File: src/rtl/register_file.sv
// Purpose: 32-entry architectural integer register file (x0 hardwired to zero)
//          with one writeback write port, two decode read ports and a write counter.
// Latency: reads are combinational (zero cycles); writes commit on the rising edge.
// Backpressure: none; a write is always accepted in the cycle it is presented.
//
// Ports:
//   clk         clock, all state updates on the rising edge
//   rst_n       synchronous active-low reset (clears every register and WriteCount)
//   RegWriteEn  write enable from writeback
//   RegWrAddr   destination register index
//   RegWrData   write data
//   Rs1D/Rs2D   decode-stage read indices
//   RD1D/RD2D   read data (optionally forwarded from the same-cycle write)
//   WriteCount  number of committed writes to non-zero registers, wraps silently
module register_file #(
   parameter int DATA_WIDTH = 32,
   parameter int ADDR_WIDTH = 5,
   parameter int BYPASS_EN  = 1
) (
   input  logic                  clk,
   input  logic                  rst_n,
   input  logic                  RegWriteEn,
   input  logic [ADDR_WIDTH-1:0] RegWrAddr,
   input  logic [DATA_WIDTH-1:0] RegWrData,
   input  logic [ADDR_WIDTH-1:0] Rs1D,
   input  logic [ADDR_WIDTH-1:0] Rs2D,
   output logic [DATA_WIDTH-1:0] RD1D,
   output logic [DATA_WIDTH-1:0] RD2D,
   output logic [31:0]           WriteCount
);

   localparam int DEPTH = 2 ** ADDR_WIDTH;

   logic [DATA_WIDTH-1:0] regMem [DEPTH];
   logic [31:0]           writeCnt;
   logic                  writeHit;

   // A write to x0 is dropped entirely: it neither updates storage, nor counts,
   // nor forwards. Entry 0 is still cleared on reset and never written, so it
   // stays zero, but reads of x0 are forced to zero regardless.
   assign writeHit = RegWriteEn && (RegWrAddr != '0);

   always_ff @(posedge clk) begin
      if (!rst_n) begin
         for (int i = 0; i < DEPTH; i++) begin
            regMem[i] <= '0;
         end
         writeCnt <= '0;
      end else if (writeHit) begin
         regMem[RegWrAddr] <= RegWrData;
         writeCnt          <= writeCnt + 32'd1;
      end
   end

   // Read mux: x0 first, then write-first forwarding, then the stored value.
   // All inputs are passed as arguments so the continuous assigns are
   // sensitive to every signal the result depends on.
   function automatic logic [DATA_WIDTH-1:0] readPort(
      input logic [ADDR_WIDTH-1:0] rdAddr,
      input logic                  wrHit,
      input logic [ADDR_WIDTH-1:0] wrAddr,
      input logic [DATA_WIDTH-1:0] wrData,
      input logic [DATA_WIDTH-1:0] stored
   );
      logic [DATA_WIDTH-1:0] result;
      result = stored;
      if (rdAddr == '0) begin
         result = '0;
      end else if ((BYPASS_EN != 0) && wrHit && (rdAddr == wrAddr)) begin
         result = wrData;
      end
      return result;
   endfunction

   assign RD1D = readPort(Rs1D, writeHit, RegWrAddr, RegWrData, regMem[Rs1D]);
   assign RD2D = readPort(Rs2D, writeHit, RegWrAddr, RegWrData, regMem[Rs2D]);

   assign WriteCount = writeCnt;

endmodule
File: config.mk
export PLATFORM = sky130hd
export DESIGN_NAME = register_file
export DESIGN_NICKNAME = d
export VERILOG_FILES = /design/src/rtl/register_file.sv
export SDC_FILE = /design/constraint.sdc
export NUM_CORES = 2
export LEC_CHECK = 0
export CORE_ASPECT_RATIO = 1.1
export CORE_UTILIZATION = 43
export CTS_CLUSTER_DIAMETER = 150
export DETAILED_ROUTE_END_ITERATION = 6
export SETUP_SLACK_MARGIN = 0.4
export SLEW_MARGIN = 0
export SYNTH_ARGS = -nofsm -noshare
export SYNTH_HDL_FRONTEND = slang
export SYNTH_SLANG_ARGS = --single-unit
File: constraint.sdc
create_clock -name clk -period 6.5 [get_ports clk]
set_clock_uncertainty 0.15 [all_clocks]
set_input_delay 1.3 -clock clk [delete_from_list [all_inputs] [get_ports clk]]
set_output_delay 1.3 -clock clk [all_outputs]
set_load 0.03 [all_outputs]
==> metrics.txt <==
status=finished with violations; failing checks=design-rule violations; latest clock arrival within the worst-skew pair=0.74 ns; commonest non-fill, non-tap cell in the layout=edfxtp_1; Worst EP required=a little over 5 ns; post-CTS setup buffer count=0; Num CTS Buffers=around 110; initial core utilization=approximately 43%; Antenna Violating Nets Remaining=0; WS Path Type=input pin to primary output; commonest cells after routing, fill and taps aside=edfxtp_1 (1,024), and2_1 (867), mux4_2 (500); kind of end point of the critical path=primary output; Die ar.=~0.13 mm^2; Worst slew margin=6.300%; critical path startpoint category=input pin; I/O Pins=roughly 150; GRT Overall Usage=between 20 and 30%; Final nets=~4,000; number of setup violations in the final report=0; initial antenna violation count=8; # clock sinks=between 1,000 and 1,500; Switching Power=around 4400 uW; final worst slack=0.4431 ns; pre-CTS WS=about 0.34 ns; remaining global-route overflow=0; utilization after layout=approximately half; DR vias/cell=6.366; clk buf depth=3; Mapped Area=roughly 0.057 mm^2; RSZ-0062 raised after global routing=no; register area share after synthesis=roughly 55%; chip width=348.3 um; Synth Area per Inst=between 10 and 15 um^2; Final HPWL DP=roughly 120 mm; most common flop cell mapped by yosys=edfxtp_1; number of diodes=0; root buf cell=clkbuf_16; Total Routed Length=slightly below 200 mm; minimum clock period=a little over 6 ns; CTS clk-pin slew, worst paths=around 0.060 ns; Async SR Flop Fraction=0%; Synth Warn #=0; Min-Delay Path Class=flip-flop to flip-flop; Tcrit/Tclk final=between 90% and 100%; initial DRC count=between 4,000 and 5,000; routability cong.=a little under 0.9; switching part of the total=between 20% and 30%; fmax=between 150 and 200 MHz; largest net degree at the start of global routing=about 120; Pre-antenna DRT Iters=7; crit-path max FO=61; Placement Rows=about 140; Setup TNS=0 ns; htree depth=3; Yosys cell types=60; DRC=1; CTS tree=built; actual slew at the worst max-slew pin=between 1 and 1.5 ns; leakage=about 0.022 uW; Int Power=~13,000 uW; synthesis-to-layout area growth=14.13%; DR vias=roughly 37,000; layout cells sized above 1=25.69%; wire length per cell=33.99 um; vias in the first global route=approximately 37,000; cts hold-fix bufs=0; final hold vios=0; sequential share of power=47.3%; Buffers on Ports=145; first-pass GRT wire length=around 280 mm; Comb power frac=between 10 and 15%; Post-synth EDFFs=1,024; clock share of power=between 30% and 40%; Core Box Area=between 0.1 and 0.15 mm^2; max-cap violations=0; Synth Register Bits=~1,100; PwrDens=~260 mW/mm^2; VDD IR max=0.2100 mV; WP data arrival=roughly 4.6 ns; Syn Inst Count=3,834; die height=~380 um; Pins Over Slew Limit=0
==> critical path: stages <==
cell and delay (ns):
clkdlybuf4s50_1 0.61, nor2_1 0.14, a21oi_2 0.17, buf_4 0.19, nand4_1 0.52, nor3_4 0.37, buf_12 0.30, nor3_1 0.10
nor3_1 0.67, buf_12 0.20
==> flip-flops by register name (all words and copies together) (netlist names) <==
name	count
regMem	1024
WriteCount	32
==> final timing paths <==
path	startpoint	end	slack, ns	cells after the start
max	RegWrAddr[1]	RD2D[29]	0.44	10
min	WriteCount[31]	WriteCount[31]	0.35	2
max reg2reg	WriteCount[6]	WriteCount[30]	3.75	5
min reg2reg	WriteCount[31]	WriteCount[31]	0.35	2
==> final cells by class <==
class	instances	area [um^2]
multi-input cells	2381	23830
clock inverters	69	674.4
flip-flops and latches	1056	31390
inverters	20	81.33
clock buffers	142	2958
fillers	11090	66040
repair buffers	365	3601
well taps	1762	2205
==> cell families (layout without fill, tap and decap cells) <==
kind of cell | count (synthesis) | in the layout | share of synthesized area (%)
other cells | 1 | 32 | 0.006611
compound gates | 351 | 351 | 4.297
xor+xnor | 38 | 38 | 0.5867
flops | 1056 | 1056 | 55.34
mux | 676 | 676 | 22.96
fa+ha+maj | 1 | 1 | 0.02205
buf+inv | 428 | 596 | 3.677
simple gates | 1283 | 1283 | 13.11
==> power by group through the flow <==
stage               registers [uW]  clock network, uW  logic, uW
global route                  8050               6770       2500
global placement              8120                  0       2390
finish                        8010               6490       2420
floorplan                     8100                  0       1420
CTS                           8000               6550       2400
detailed placement            8140                  0       2400
==> per-layer routing <==
metal / vias to the layer above / track usage (%) / part of all wire (%)
met1: 19220 / 38.57 / 37
li1: 15060 / - / -
met3: 440 / 4.872 / 9.7
met5: - / 0 / 0.037
met2: 2158 / 48.81 / 48
met4: 12 / 12.75 / 4.5
==> per-stage QoR <==
| step | total power (uW) | cell area, um^2 | hold slack [ns] | cells |
|---|---|---|---|---|
| after global routing | 17320 | 64740 | 0.3814 | 5795 |
| after global placement | 10510 | 61100 | 0.3245 | 5584 |
| final | 16920 | 64740 | 0.3509 | 5795 |
| after floorplan | 9513 | 56840 | 0.4601 | 3865 |
| after detailed placement | 10540 | 61100 | 0.3382 | 5584 |
| after CTS | 16950 | 64740 | 0.3511 | 5795 |
==> cell usage after synthesis (all sizes together), types with 3 or more instances <==
master,count,area share [%]
edfxtp,1024,54
and2,868,9.6
mux4,500,20
clkbuf,279,1.8
nor3,179,1.6
mux2i,174,3.1
buf,129,1.7
nor2,97,0.64
o21ai,88,0.78
a211oi,67,0.90
nand2,58,0.38
a221oi,53,0.84
a21oi,52,0.47
a22oi,35,0.46
dfxtp,32,1.1
a221o,25,0.44
xnor2,24,0.37
nand3,20,0.18
inv,19,0.13
nor2b,16,0.18
xor2,14,0.22
nand4,11,0.12
o22ai,10,0.11
and3,7,0.077
nor4,6,0.077
nand2b,5,0.055
a32oi,4,0.062
nand3b,4,0.053
o31ai,4,0.053
or3,4,0.044
a31oi,3,0.033
==> repair_timing <==
item / in CTS / in global routing
endpoints found under the hold margin: 0 / 0
resized for setup: 2 / 1
endpoints found under the setup margin: 12 / 1
(Power assumes the default switching activity.)
